===== src/rtl/vga_pkg.sv =====
// Shared VGA timing constants, colour types and the colour-bar table used by
// the scanout (read side) and vga_plot (write side) of the framebuffer.
package vga_pkg;

    localparam int H_ACTIVE   = 640;
    localparam int H_FP       = 16;
    localparam int H_SYNC     = 96;
    localparam int H_BP       = 48;
    localparam int H_TOTAL    = H_ACTIVE + H_FP + H_SYNC + H_BP;
    localparam int V_ACTIVE   = 480;
    localparam int V_FP       = 10;
    localparam int V_SYNC     = 2;
    localparam int V_BP       = 33;
    localparam int V_TOTAL    = V_ACTIVE + V_FP + V_SYNC + V_BP;

    localparam int CNT_W      = 10;
    localparam int COLOUR_W   = 12;
    localparam int FB_WIDTH   = 160;
    localparam int SCALE_LOG2 = 2;
    localparam int ADDR_W     = 15;
    localparam int BAR_WIDTH  = H_ACTIVE / 8;

    typedef logic [COLOUR_W-1:0] colour_t;

    localparam colour_t COLOUR_BACKGROUND = 12'h222;
    localparam colour_t COLOUR_NEEDLE     = 12'hC38;

    // Everything stage 0 captures about one pixel, carried to the pin stage.
    typedef struct packed {
        logic    hs;
        logic    vs;
        logic    active;
        logic    vblank;
        logic    frame_start;
        logic    pattern;
        colour_t bar;
    } stage_t;

    localparam stage_t STAGE_RESET = '{hs: 1'b1, vs: 1'b1, default: '0};

    function automatic colour_t bar_colour(input logic [2:0] idx);
        case (idx)
            3'd0:    return 12'hFFF;
            3'd1:    return 12'hFF0;
            3'd2:    return 12'h0FF;
            3'd3:    return 12'h0F0;
            3'd4:    return 12'hF0F;
            3'd5:    return 12'hF00;
            3'd6:    return 12'h00F;
            default: return 12'h000;
        endcase
    endfunction

    // hcount / BAR_WIDTH without a divider; only meaningful inside the active line.
    function automatic logic [2:0] bar_index(input logic [CNT_W-1:0] h);
        logic [2:0] idx;
        idx = '0;
        for (int i = 1; i < 8; i++) begin
            if (h >= CNT_W'(i * BAR_WIDTH)) idx = 3'(i);
        end
        return idx;
    endfunction

endpackage


===== src/rtl/vga_timing.sv =====
// Pixel-enable divider, raster counters and raw (undelayed) sync/blank decode.
module vga_timing #(
    parameter int H_ACTIVE = vga_pkg::H_ACTIVE,
    parameter int H_FP     = vga_pkg::H_FP,
    parameter int H_SYNC   = vga_pkg::H_SYNC,
    parameter int H_BP     = vga_pkg::H_BP,
    parameter int V_ACTIVE = vga_pkg::V_ACTIVE,
    parameter int V_FP     = vga_pkg::V_FP,
    parameter int V_SYNC   = vga_pkg::V_SYNC,
    parameter int V_BP     = vga_pkg::V_BP
) (
    input  logic                      clock_i,
    input  logic                      resetn_i,
    output logic                      pix_en_o,
    output logic [vga_pkg::CNT_W-1:0] hcount_o,
    output logic [vga_pkg::CNT_W-1:0] vcount_o,
    output logic                      hs_o,
    output logic                      vs_o,
    output logic                      active_o,
    output logic                      vblank_o,
    output logic                      frame_o
);
    localparam int H_TOT = H_ACTIVE + H_FP + H_SYNC + H_BP;
    localparam int V_TOT = V_ACTIVE + V_FP + V_SYNC + V_BP;

    import vga_pkg::*;

    logic             pix_en_q;
    logic [CNT_W-1:0] hcount_q, hcount_d;
    logic [CNT_W-1:0] vcount_q, vcount_d;

    always_comb begin
        hcount_d = hcount_q;
        vcount_d = vcount_q;
        if (pix_en_q) begin
            if (hcount_q == CNT_W'(H_TOT - 1)) begin
                hcount_d = '0;
                vcount_d = (vcount_q == CNT_W'(V_TOT - 1)) ? '0 : vcount_q + 1'b1;
            end else begin
                hcount_d = hcount_q + 1'b1;
            end
        end
    end

    always_ff @(posedge clock_i or negedge resetn_i) begin
        if (!resetn_i) begin
            pix_en_q <= 1'b0;
            hcount_q <= '0;
            vcount_q <= '0;
        end else begin
            pix_en_q <= ~pix_en_q;
            hcount_q <= hcount_d;
            vcount_q <= vcount_d;
        end
    end

    assign pix_en_o = pix_en_q;
    assign hcount_o = hcount_q;
    assign vcount_o = vcount_q;
    assign hs_o     = !((hcount_q >= CNT_W'(H_ACTIVE + H_FP)) &&
                        (hcount_q <  CNT_W'(H_ACTIVE + H_FP + H_SYNC)));
    assign vs_o     = !((vcount_q >= CNT_W'(V_ACTIVE + V_FP)) &&
                        (vcount_q <  CNT_W'(V_ACTIVE + V_FP + V_SYNC)));
    assign active_o = (hcount_q < CNT_W'(H_ACTIVE)) && (vcount_q < CNT_W'(V_ACTIVE));
    assign vblank_o = (vcount_q >= CNT_W'(V_ACTIVE));
    assign frame_o  = (vcount_q == CNT_W'(V_ACTIVE)) && (hcount_q == '0);

endmodule


===== src/rtl/vga_scanout.sv =====
// Framebuffer read side: address generation, 2-tick data/sync pipeline and
// the DAC/connector pins. Pins lag the raster counters by exactly 2 ticks.
module vga_scanout #(
    parameter int H_ACTIVE   = vga_pkg::H_ACTIVE,
    parameter int H_FP       = vga_pkg::H_FP,
    parameter int H_SYNC     = vga_pkg::H_SYNC,
    parameter int H_BP       = vga_pkg::H_BP,
    parameter int V_ACTIVE   = vga_pkg::V_ACTIVE,
    parameter int V_FP       = vga_pkg::V_FP,
    parameter int V_SYNC     = vga_pkg::V_SYNC,
    parameter int V_BP       = vga_pkg::V_BP,
    parameter int FB_WIDTH   = vga_pkg::FB_WIDTH,
    parameter int SCALE_LOG2 = vga_pkg::SCALE_LOG2,
    parameter int ADDR_W     = vga_pkg::ADDR_W
) (
    input  logic              Clock,
    input  logic              Resetn,
    input  logic              PatternEn,
    output logic [ADDR_W-1:0] rd_addr,
    input  logic [11:0]       rd_data,
    output logic [3:0]        VGA_R,
    output logic [3:0]        VGA_G,
    output logic [3:0]        VGA_B,
    output logic              VGA_HS,
    output logic              VGA_VS,
    output logic              VGA_BLANK_N,
    output logic              VGA_CLK,
    output logic              InVBlank,
    output logic              FrameStart
);
    import vga_pkg::*;

    logic             pix_en;
    logic [CNT_W-1:0] hcount, vcount;
    logic             hs_raw, vs_raw, active_raw, vblank_raw, frame_raw;

    vga_timing #(
        .H_ACTIVE(H_ACTIVE), .H_FP(H_FP), .H_SYNC(H_SYNC), .H_BP(H_BP),
        .V_ACTIVE(V_ACTIVE), .V_FP(V_FP), .V_SYNC(V_SYNC), .V_BP(V_BP)
    ) u_timing (
        .clock_i  (Clock),
        .resetn_i (Resetn),
        .pix_en_o (pix_en),
        .hcount_o (hcount),
        .vcount_o (vcount),
        .hs_o     (hs_raw),
        .vs_o     (vs_raw),
        .active_o (active_raw),
        .vblank_o (vblank_raw),
        .frame_o  (frame_raw)
    );

    logic [ADDR_W-1:0] fb_x, fb_y, addr_calc;
    logic [ADDR_W-1:0] rd_addr_q, rd_addr_d;
    stage_t            s1_q, s1_d;
    colour_t           rgb_q, rgb_d;
    logic              hs_q, vs_q, blank_n_q, vblank_q, frame_q, vga_clk_q;

    assign fb_x = ADDR_W'(hcount >> SCALE_LOG2);
    assign fb_y = ADDR_W'(vcount >> SCALE_LOG2);

    generate
        if (FB_WIDTH == 160) begin : g_shift_add
            assign addr_calc = (fb_y << 7) + (fb_y << 5) + fb_x;
        end else begin : g_mult
            assign addr_calc = ADDR_W'(fb_y * FB_WIDTH) + fb_x;
        end
    endgenerate

    always_comb begin
        s1_d = '{hs: hs_raw, vs: vs_raw, active: active_raw, vblank: vblank_raw,
                 frame_start: frame_raw, pattern: PatternEn,
                 bar: bar_colour(bar_index(hcount))};
        // Address only moves in the active area; during blanking it is a don't-care.
        rd_addr_d = active_raw ? addr_calc : rd_addr_q;
        rgb_d     = '0;
        if (s1_q.active) rgb_d = s1_q.pattern ? s1_q.bar : rd_data;
    end

    always_ff @(posedge Clock or negedge Resetn) begin
        if (!Resetn) begin
            s1_q      <= STAGE_RESET;
            rd_addr_q <= '0;
            rgb_q     <= '0;
            hs_q      <= 1'b1;
            vs_q      <= 1'b1;
            blank_n_q <= 1'b0;
            vblank_q  <= 1'b0;
            frame_q   <= 1'b0;
            vga_clk_q <= 1'b0;
        end else begin
            vga_clk_q <= ~pix_en;
            // Single-Clock pulse on the tick that puts line V_ACTIVE, column 0 on the pins.
            frame_q   <= pix_en & s1_q.frame_start;
            if (pix_en) begin
                s1_q      <= s1_d;
                rd_addr_q <= rd_addr_d;
                rgb_q     <= rgb_d;
                hs_q      <= s1_q.hs;
                vs_q      <= s1_q.vs;
                blank_n_q <= s1_q.active;
                vblank_q  <= s1_q.vblank;
            end
        end
    end

    assign rd_addr     = rd_addr_q;
    assign VGA_R       = rgb_q[11:8];
    assign VGA_G       = rgb_q[7:4];
    assign VGA_B       = rgb_q[3:0];
    assign VGA_HS      = hs_q;
    assign VGA_VS      = vs_q;
    assign VGA_BLANK_N = blank_n_q;
    assign VGA_CLK     = vga_clk_q;
    assign InVBlank    = vblank_q;
    assign FrameStart  = frame_q;

endmodule

===== config.mk =====
export PLATFORM = sky130hd
export DESIGN_NAME = vga_scanout
export DESIGN_NICKNAME = d
export VERILOG_FILES = /design/src/rtl/vga_pkg.sv /design/src/rtl/vga_timing.sv /design/src/rtl/vga_scanout.sv
export SDC_FILE = /design/constraint.sdc
export NUM_CORES = 1
export LEC_CHECK = 0
export BUFFER_PORTS_ARGS = -buffer_cell sky130_fd_sc_hd__buf_4
export CAP_MARGIN = 10
export CORE_MARGIN = 4
export CORE_UTILIZATION = 63
export CTS_BUF_LIST = sky130_fd_sc_hd__clkbuf_8
export DETAILED_ROUTE_END_ITERATION = 12
export GPL_TIMING_DRIVEN = 0
export PLACE_DENSITY_LB_ADDON = 0.25
export SETUP_SLACK_MARGIN = 0.4
export SYNTH_ARGS = -nofsm -noshare
export SYNTH_HDL_FRONTEND = slang
export SYNTH_SLANG_ARGS = --single-unit

===== constraint.sdc =====
create_clock -name Clock -period 4 [get_ports Clock]
set_clock_uncertainty 0.05 [all_clocks]
set_input_delay 0 -clock Clock [delete_from_list [all_inputs] [get_ports Clock]]
set_output_delay 0 -clock Clock [all_outputs]
set_load 0.01 [all_outputs]

======== Yosys cells after proc, flatten, opt, wreduce, memory -nomap -nowiden ========
Cells that the tools add are included.
storage, ports and cells
  register bits after elaboration ......... 71
  input bits .............................. 15
  output and inout bits ................... 33
operators by class
  add/sub/neg operators ................... 4
  order comparisons ....................... 14
  eq/ne operators ......................... 9
  muxes and demuxes ....................... 12
  bitwise logic cells ..................... 2
  reductions and logical operators ........ 10
operator list
  operator                                                      number
  one-hot mux 12 bit (7 select lines)                           1
  >= comparator 10 x 9 -> 1 bit (second input constant)         5
  2-to-1 mux 12 bit                                             2
  adder 10 x 1 -> 10 bit (second input constant)                2
  == test 10 bit (second input constant)                        2
  >= comparator 10 bit (second input constant)                  2
  >= comparator 10 x 8 -> 1 bit (second input constant)         2
  less-than comparator 10 bit (second input constant)           2
  less-than comparator 10 x 9 -> 1 bit (second input constant)  2
  2-to-1 mux 10 bit                                             2
  adder 15 x 13 -> 15 bit                                       1
  adder 15 x 8 -> 15 bit                                        1
  2-to-1 mux 3 bit                                              4
  == test 10 x 9 -> 1 bit (second input constant)               1
  >= comparator 10 x 7 -> 1 bit (second input constant)         1
  zero test 10 bit                                              1
  == test 3 bit (second input constant)                         3
  == test 3 x 2 -> 1 bit (second input constant)                2
  logical AND 1 bit                                             4
  2-to-1 mux 2 bit                                              2
  AND reduction 2 bit                                           2
  == test 3 x 1 -> 1 bit (second input constant)                1
  zero test 3 bit                                               1
  zero test 1 bit                                               2
  3 further kinds                                               3

======== Depth between registers and ports, before layout ========
Gate-level depths: netlist (run 1).
  depth after elaboration ................. 10
  mapped depth ............................ 8

======== Hierarchy ========
From an unflattened synthesis (run 1), not the netlist that was laid out.
unflattened totals
  cell total of the unflattened synthesis .. 297
  area, all modules ....................... 3313.2 um2
by module, submodules not included
  module       instances  cells an instance  area each (um2)  sequential area each (um2)
  vga_scanout  1          178                2178.3           1056.0
  vga_timing   1          119                1134.8           525.5

======== Worst setup path before layout (run 1) ========
No wires, ideal clock.
  path kind ............................... register to register
  start point ............................. register u_timing.vcount_q[2], in the netlist u_timing.vcount_o[2]
  end point ............................... register rd_addr_q[14], in the netlist rd_addr[14]
  data arrival time ....................... 2298 ps
  data required time ...................... 3825 ps
  path slack .............................. 1527 ps
  stages on the path, launching flop included .. 8
  buffers on the path ..................... 0
  cell sequence ........................... dfrtp_1 > fa_1 > fa_1 > a21o_1 > o21ba_2 > o22ai_1 > o21ai_0 > mux2_2
on the way
  longest elaborated chain between the ends .. 3
  elaborated cells on any way between the ends .. 5
  those cells by class .................... 2 x add/sub; 1 x order compare; 2 x reduce/logical
ends and longest elaborated chain
  item                                                             line               source
  start: declaration                                               vga_timing.sv:30   logic [CNT_W-1:0] vcount_q, vcount_d;
  start signal: assignment                                         vga_timing.sv:53   vcount_q <= vcount_d;
  branches (longest 3 deep; another with adder 15 x 13 -> 15 bit)  n/a
  end signal: assignment                                           vga_scanout.sv:97  rd_addr_q <= rd_addr_d;
  end: declaration                                                 vga_scanout.sv:54  logic [ADDR_W-1:0] rd_addr_q, rd_addr_d;
Parallel ways; which one is timed is not known.
A chain may end at the register's enable or synchronous reset.

======== Worst setup path in the final report (run 1) ========
  start point ............................. register u_timing.vcount_q[4], in the netlist u_timing.vcount_o[4]
  end point ............................... register rd_addr_q[14], in the netlist rd_addr[14]
Same word-level chain as after synthesis.

==> reports/results.tsv, run 1 <==
metric	value	unit
fin_crit_sh	0.6869	
fin_nets	398	
cts_tree	built	
synthMuxAreaShare	0.09441	
synth_top_cells_by_count	dfrtp_1, nand2_1, o21ai_0	
fp.dieH	79.50	µm
hp-class	input pin to async pin	
yosysUniqueCellTypes	53	
cpPeakStageDelay	0.53	ns
cts_buffers	9	
core_area	4848	µm²
async_flop_share	1.000	
cts.clk_slew.worst_paths	0.07	ns
via_per_inst	5.797	
netlist_instances	290	
drt.antenna.violating_nets	0	
synth_edf_count	0	
grt_setup_unrepaired	false	
status	finished clean	
postSynthAreaPerCell	11.11	µm²
final_cells	434	
reg2regPathDepth	7	
r2r_slack	1.25	ns
cts.sinks	62	
grt_use_total	0.2591	
post-synth-top-count-cell	dfrtp_1	
multi_input_area	1559	µm²
cpMaxStageDelayCell	dfrtp_1	
die_area	6320	µm²
synth_fa_ha_area_frac	0.08625	
setup.worst_path.start	u_timing.vcount_o[4]	
initial_core_util	0.6643	
post_cts_buffers	0	
hpwl	4778	µm
grt_overflow	0	
antenna_found_initial	0	
tightest_slew	1.202	ns
period_minus_slack	2.748	ns
synth_compound_area_frac	0.1368	
first_pass_iters	4	
gp_congestion	0.8708	
ioPinCount	48	
worst-path-max-fanout	9	
drcViolationCount	0	
worstSkewPairLatency	0.34	ns
ys_ff_latch	62	
routed_wl	7448	µm
synth.area.top_cells	dfrtp_1, ha_1, mux2_2, mux2i_1, o2bb2ai_1	
vias	2516	
cp.arrival	2.92	ns
area_growth	24.59	%
grt_pass1_wl	12430	µm
setup_viol	0	
cp-end-kind	flip-flop	
drv_cap	0	
r2r_end	rd_addr[14]	
worst_r2r_startpoint	u_timing.vcount_o[4]	
synth_flop_cell	dfrtp_1	
slew_violations	0	
placed_cells	404	
power_leakage	1.907	nW
cts_root_buf	clkbuf_8	
drive_gt1_frac	0.2616	
critical_path.top_delay_family	adder cells	
synth_area	3221	µm²
setup_tns	0	ns
yosys.area_share.simple	0.1286	
fmax	363.9	MHz
start_kind	flip-flop	
synth-xor-area-share	0.03807	
path_buf_inv	0	
yosys_warnings	0	
cp_cell_sequence	fa_1 -> fa_1 -> a21o_1 -> o21ba_2 -> o22ai_1 -> o21ai_0 -> mux2_2	
die_w	79.50	µm
h-tree-depth	3	
p_per_area	325.2	nW/µm²
synth_area_leader_cell	dfrtp_1	
ff_latch_area	1556	µm²
synth_top_family_by_area	compound AO/OA/AOI/OAI gates	
drtIter0Drc	161	
avgRoutedWirePerCell	17.16	µm
antennaDiodeCount	0	
irDropWorstVdd	374.7	µV
hold_violations	0	
grt_pass1_vias	2503	
yosysSeqAreaShare	0.4833	
num_rows	25	
grt_max_degree	63	
io_buffers	47	
relSlewSlack	0.1913	
syn-num-nets	326	
yosys.area.top_type_share	0.4507	
crit_type	flip-flop to flip-flop	
clockBufferDepth	2	
crit_required	4.18	ns
nFillCells	288	
crit_top_cell	fa_1	
routing by layer:
layer,up-vias,wire length [µm],share of wire,GRT usage
li1,1194,-,-,-
met1,1222,3004,0.40,0.3266
met2,84,3838,0.52,0.4265
met3,16,444,0.060,0.05305
met4,0,160,0.021,0.1220
met5,-,0,0,0
layout make-up:
type,instances,area share
buffer,14,0.01871
clock buffer,10,0.03430
clock inverter,6,0.01933
inverter,8,0.007484
multi-input combinational,206,0.3885
sequential,62,0.3879
tap,67,0.02089
timing repair buffer,61,0.1229
repair_timing:
action,4_1_cts,5_1_grt
gates resized for setup,0,0
endpoints found under the hold margin,71,0
hold buffers,14,0
how the worst max path moves through the flow:
stage / to / slack (ns) / cells after the start
2_1_floorplan: rd_addr[14] / 1.53 / 7
3_3_place_gp: rd_addr[14] / 1.38 / 7
3_5_place_dp: rd_addr[14] / 1.28 / 7
4_1_cts: rd_addr[14] / 1.24 / 7
5_1_grt: rd_addr[14] / 1.12 / 7
6_report: rd_addr[14] / 1.25 / 7
cells in the final DEF (no fill, tap or decap), types with 9 or more instances in the layout:
| cell | count |
|---|---|
| nand2_1 | 25 |
| inv_1 | 10 |
| clkbuf_1 | 9 |
| dlygate4sd3_1 | 14 |
| o2bb2ai_1 | 13 |
| mux2i_1 | 12 |
| ha_1 | 19 |
| dfrtp_1 | 58 |
| o21ai_0 | 21 |
| buf_4 | 49 |
| mux2_2 | 15 |
| clkbuf_8 | 10 |
| nor2_1 | 18 |
per-stage QoR:
stage / setup WS [ns] / power (mW) / hold WS, ns / instance area, µm² / utilization
finish: 1.252 / 1.305 / 0.2154 / 4013 / 0.8276
global route: 1.119 / 1.341 / 0.2948 / 4013 / 0.8276
CTS: 1.244 / 1.304 / 0.2597 / 4013 / 0.8276
detailed placement: 1.279 / 0.6984 / 0.07504 / 3657 / 0.7543
global placement: 1.382 / 0.6968 / 0.06574 / 3657 / 0.7543
floorplan: 1.527 / 0.6636 / -0.3456 / 3221 / -
cells by family (layout without fill, tap and decap cells):
family,Yosys count,after routing
flip-flops,62,62
adder cells (fa/ha/maj),21,21
AND/OR/NAND/NOR,79,79
AO/OA/AOI/OAI,64,64
multiplexers,28,28
XOR/XNOR,14,14
buffers and inverters,22,99
registers in the layout (all words and copies together), names as in the netlist:
register / count
u_timing.pix_en_o: 1
rgb_q: 12
VGA_HS: 1
FrameStart: 1
rd_addr: 15
VGA_BLANK_N: 1
s1_q: 9
u_timing.vcount_o: 10
VGA_VS: 1
InVBlank: 1
u_timing.hcount_o: 10
where the power goes:
group	internal, mW	total [mW]	switching, mW	leakage [nW]
Clock	0.361	0.607	0.245	0.119
Combinational	0.0318	0.0607	0.0289	1.03
Sequential	0.634	0.638	0.00399	0.756
worst register-to-register path: stages (launching register included):
cell     delay [ns]
dfrtp_1        0.53
fa_1           0.52
fa_1           0.49
a21o_1         0.21
o21ba_2        0.22
o22ai_1        0.22
o21ai_0        0.13
mux2_2         0.27
Power figures use the tool's default switching activity.
==> run 2: changes to the inputs <==
--- a/config.mk
+++ b/config.mk
@@ -8,7 +8,7 @@
 export BUFFER_PORTS_ARGS = -buffer_cell sky130_fd_sc_hd__buf_4
 export CAP_MARGIN = 10
 export CORE_MARGIN = 4
-export CORE_UTILIZATION = 63
+export CORE_UTILIZATION = 59
 export CTS_BUF_LIST = sky130_fd_sc_hd__clkbuf_8
 export DETAILED_ROUTE_END_ITERATION = 12
 export GPL_TIMING_DRIVEN = 0
==> constraint.sdc (replaced) <==
create_clock -name Clock -period 2.7 [get_ports Clock]
set_clock_uncertainty 0.05 [all_clocks]
set_input_delay 0 -clock Clock [delete_from_list [all_inputs] [get_ports Clock]]
set_output_delay 0 -clock Clock [all_outputs]
set_load 0.01 [all_outputs]
==> reports/results.tsv, run 2 (synthesis results as in run 1) <==
metric	value	unit	change
status	finished clean		
start_kind	flip-flop		
ff_latch_area	1560	µm²	+0.24%
cpPeakStageDelay	0.51	ns	-0.02 ns
via_per_inst	5.837		+0.69%
first_pass_iters	5		+1
cts_tree	built		
hold_slack	0.2083	ns	-0.007170 ns
grt_use_total	0.2396		-0.01949
grt_pass1_vias	2545		+1.7%
p_per_area	472.9	nW/µm²	+45%
drive_gt1_frac	0.3190		+0.05745
fin_nets	404		+1.5%
avgRoutedWirePerCell	16.78	µm	-2.2%
grt_overflow	0		unchanged
slew_violations	0		unchanged
relSlewSlack	0.4862		+0.2949
initial_core_util	0.6188		-0.04551
final_cells	443		+2.1%
r2r_slack	0.30	ns	-0.95 ns
cts.clk_slew.worst_paths	0.07	ns	about the same
irDropWorstVdd	348.9	µV	-6.9%
cts.sinks	62		unchanged
vias	2586		+2.8%
hpwl	4830	µm	+1.1%
cpMaxStageDelayCell	fa_2		
multi_input_area	1619	µm²	+3.9%
finalWorstSetupSlack	0.3010	ns	-0.9512 ns
cp.arrival	2.58	ns	-0.34 ns
drt.antenna.violating_nets	0		unchanged
io_buffers	47		unchanged
setup_tns	0	ns	unchanged
ioPinCount	48		unchanged
grt_setup_unrepaired	true		
setup_viol	0		unchanged
hp-class	input pin to async pin		
core_area	5205	µm²	+7.4%
pre_cts_slack	0.2057	ns	-1.074 ns
placed_cells	407		+0.74%
crit_top_cell	fa_2		
crit_required	2.88	ns	-1.30 ns
layout_common_cells	dfrtp_1, buf_4, nand2_1		
gp_congestion	0.8548		-1.8%
power_leakage	1.953	nW	+2.4%
area_growth	28.32	%	
grt_pass1_wl	12000	µm	-3.4%
num_rows	26		+4.0%
fin_crit_sh	0.8885		+0.2016
cp_cell_sequence	fa_2 -> fa_2 -> a21o_1 -> o21ba_2 -> o22ai_2 -> o21ai_1 -> mux2_2		
grt_max_degree	63		unchanged
drtIter0Drc	139		-14%
hold_violations	0		unchanged
fmax	416.8	MHz	+15%
nFillCells	313		+8.7%
path_buf_inv	0		unchanged
cp-end-kind	flip-flop		
die_area	6704	µm²	+6.1%
largest_reg_flops	15		unchanged
crit_type	flip-flop to flip-flop		
critical_path.top_delay_family	adder cells		
drcViolationCount	0		unchanged
tightest_slew	0.7707	ns	-0.4313 ns
drv_cap	0		unchanged
period_minus_slack	2.399	ns	-0.3488 ns
worst-path-max-fanout	3		-6
antennaDiodeCount	0		unchanged
die_w	81.88	µm	+3.0%
cts_buffers	9		unchanged
clockBufferDepth	2		unchanged
antenna_found_initial	0		unchanged
cts_root_buf	clkbuf_8		
routed_wl	7432	µm	-0.21%
h-tree-depth	3		unchanged
worstSkewPairLatency	0.35	ns	about the same
fp.dieH	81.88	µm	+3.0%
==> run 2: changes by cell type in the layout (fill, tap and decap cells not counted), sizes merged <==
cell,change
buf,+6
inv,-2
clkinvlp,+2
==> run 2: metal layers <==
layer,track usage,vias up,part of all wire
met5,0,-,0
met4,0.1262,0,0.015
met3,0.03947,13,0.050
met2,0.3893,76,0.52
met1,0.3070,1285,0.42
li1,-,1212,-
==> run 2: path summary, 6_finish.rpt <==
| kind | start | to | depth (start not counted) |
|---|---|---|---|
| worst min-delay path | Resetn | rd_addr[14] | 2 |
| worst max-delay path | u_timing.vcount_o[2] | rd_addr[14] | 7 |
| worst min register to register | rd_addr[12] | rd_addr[12] | 2 |
| min in group Clock | PatternEn | s1_q[12] | 3 |
| max in group asynchronous | Resetn | u_timing.vcount_o[3] | 2 |
| worst max register to register | u_timing.vcount_o[2] | rd_addr[14] | 7 |
==> run 2: area by class of cell <==
| type | instances | share of cell area |
|---|---|---|
| Clock inverter | 6 | 0.02059 |
| Clock buffer | 10 | 0.03330 |
| Tap cell | 70 | 0.02119 |
| Sequential cell | 62 | 0.3775 |
| Buffer | 14 | 0.01817 |
| Inverter | 8 | 0.007266 |
| Multi-Input combinational cell | 206 | 0.3918 |
| Timing Repair Buffer | 67 | 0.1302 |
==> run 2: power by group <==
part,total [mW],leakage [nW],internal (mW),switching (mW)
Clock,0.919,0.108,0.541,0.378
Combinational,0.0904,1.09,0.0471,0.0434
Sequential,0.945,0.751,0.939,0.00608
Total,1.95,1.95,1.53,0.428
==> run 2: timing repair <==
item | in CTS | in global routing
setup endpoints to repair | 6 | 11
hold buffers | 14 | 0
pin swaps | 4 | 6
endpoints found under the hold margin | 71 | 0
setup buffers | 4 | 2
resized for setup | 4 | 10
==> run 2: through the flow <==
step,utilization,instance area (µm²),power (mW)
2_1_floorplan,-,3233,0.9831
3_3_place_gp,0.7058,3674,1.033
3_5_place_dp,0.7058,3674,1.036
4_1_cts,0.7839,4080,1.960
5_1_grt,0.7940,4133,2.004
6_report,0.7940,4133,1.954
==> run 3: changes to the inputs <==
--- a/config.mk
+++ b/config.mk
@@ -13,6 +13,7 @@
 export DETAILED_ROUTE_END_ITERATION = 12
 export GPL_TIMING_DRIVEN = 0
 export PLACE_DENSITY_LB_ADDON = 0.25
+export RECOVER_POWER = 50
 export SETUP_SLACK_MARGIN = 0.4
 export SYNTH_ARGS = -nofsm -noshare
 export SYNTH_HDL_FRONTEND = slang
==> reports/results.tsv, run 3 (synthesis results as in run 1) <==
metric	value	unit	change
status	finished with violations		
violations	max-capacitance violations		
power_leakage	1.840	nW	-5.8%
crit_type	flip-flop to flip-flop		
cts_tree	built		
clockBufferDepth	2		unchanged
grt_use_total	0.2396		unchanged
cts.sinks	62		unchanged
num_rows	26		unchanged
setup_tns	0	ns	unchanged
h-tree-depth	3		unchanged
grt_setup_unrepaired	true		
fin_nets	404		unchanged
routed_wl	7399	µm	-0.44%
fin_crit_sh	0.8887		about the same
cp.arrival	2.58	ns	about the same
cts.clk_slew.worst_paths	0.08	ns	about the same
gp_congestion	0.8548		unchanged
layout_common_cells	dfrtp_1, clkbuf_1, nand2_1		
first_pass_iters	4		-1
p_per_area	483.7	nW/µm²	+2.3%
initial_core_util	0.6188		unchanged
grt_pass1_wl	12000	µm	unchanged
core_area	5205	µm²	unchanged
vias	2566		-0.77%
antennaDiodeCount	0		unchanged
fmax	416.7	MHz	about the same
grt_pass1_vias	2545		unchanged
place_area	3674	µm²	unchanged
drcViolationCount	0		unchanged
die_area	6704	µm²	unchanged
period_minus_slack	2.400	ns	+0.0006030 ns
hpwl	4830	µm	unchanged
relSlewSlack	0.0001904		-0.4860
setup_viol	0		unchanged
avgRoutedWirePerCell	16.70	µm	-0.44%
cp-end-kind	flip-flop		
worstSkewPairLatency	0.35	ns	about the same
largest_reg_flops	15		unchanged
crit_required	2.88	ns	about the same
via_per_inst	5.792		-0.77%
post-route-cell-area	4018	µm²	-2.8%
area_growth	24.75	%	
grt_overflow	0		unchanged
hp-class	input pin to flip-flop		
worst-path-max-fanout	3		unchanged
die_w	81.88	µm	unchanged
start_kind	flip-flop		
cts_buffers	9		unchanged
ioPinCount	48		unchanged
slew_violations	0		unchanged
drt.antenna.violating_nets	0		unchanged
cts_root_buf	clkbuf_8		
drtIter0Drc	163		+17%
drive_gt1_frac	0.2386		-0.08043
grt_max_degree	63		unchanged
antenna_found_initial	0		unchanged
drv_cap	1		+1
tightest_slew	1.500	ns	+0.7291 ns
io_buffers	47		unchanged
hold_violations	0		unchanged
layout_commonest_cell	dfrtp_1		
irDropWorstVdd	347.6	µV	-0.38%
fp.dieH	81.88	µm	unchanged
==> run 3: changes by cell type in the layout (fill, tap and decap cells not counted), sizes merged <==
cell    change
buf        -31
clkbuf     +31
==> run 3: path summary, 6_finish.rpt <==
kind                            cells past startpoint                   end                 start  slack (ns)
worst max-delay path                                7           rd_addr[14]  u_timing.vcount_o[2]        0.30
worst min-delay path                                3              s1_q[12]             PatternEn        0.38
worst max register to register                      7           rd_addr[14]  u_timing.vcount_o[2]        0.30
worst min register to register                      2           rd_addr[12]           rd_addr[12]        0.43
max in group asynchronous                           2  u_timing.vcount_o[3]                Resetn        1.12
min in group asynchronous                           2           rd_addr[14]                Resetn        0.49
==> run 3: worst max-delay path, stage by stage, from the launching register on <==
cell and delay, ns:
dfrtp_2 0.43, fa_2 0.51, fa_2 0.41, a21o_1 0.19
o21ba_2 0.22, o22ai_2 0.12, o21ai_1 0.09, mux2_2 0.26
==> run 3: report_power, final <==
group | internal, mW | switching (mW)
Sequential | 0.939 | 0.00584
Clock | 0.541 | 0.375
Combinational | 0.0392 | 0.0433
==> run 3: layout make-up <==
class                           count  area, µm²
Sequential cell                    62       1560
Buffer                             14      75.07
Timing Repair Buffer               67      422.9
Fill cell                         346       1187
Clock buffer                       10      137.6
Tap cell                           70      87.58
Inverter                            8      30.03
Multi-Input combinational cell    206       1619
Clock inverter                      6      85.08
==> run 3: stage by stage <==
step / instances / setup WS [ns] / hold slack (ns) / util / total power [mW]
after CTS: 441 / 0.2881 / 0.2577 / 0.7839 / 1.960
final: 443 / 0.3004 / 0.3837 / 0.7719 / 1.943
after global routing: 443 / 0.2474 / 0.4127 / 0.7719 / 1.996
after floorplan: 290 / 0.3924 / -0.3456 / - / 0.9831
after global placement: 407 / 0.2576 / 0.06546 / 0.7058 / 1.033
after detailed placement: 407 / 0.2057 / 0.07929 / 0.7058 / 1.036
==> run 3: what timing repair did <==
action / in CTS / in global routing
resized for setup: 4 / 10
hold buffers: 14 / 0
setup endpoints to repair: 6 / 11
endpoints found under the hold margin: 71 / 0
pin swaps: 4 / 6
setup buffers: 4 / 2
==> run 3: per-layer routing <==
metal	routed length, µm	global-route usage
met2	3759	0.3893
met5	0	0
met4	187	0.1262
met1	3126	0.3070
met3	325	0.03947
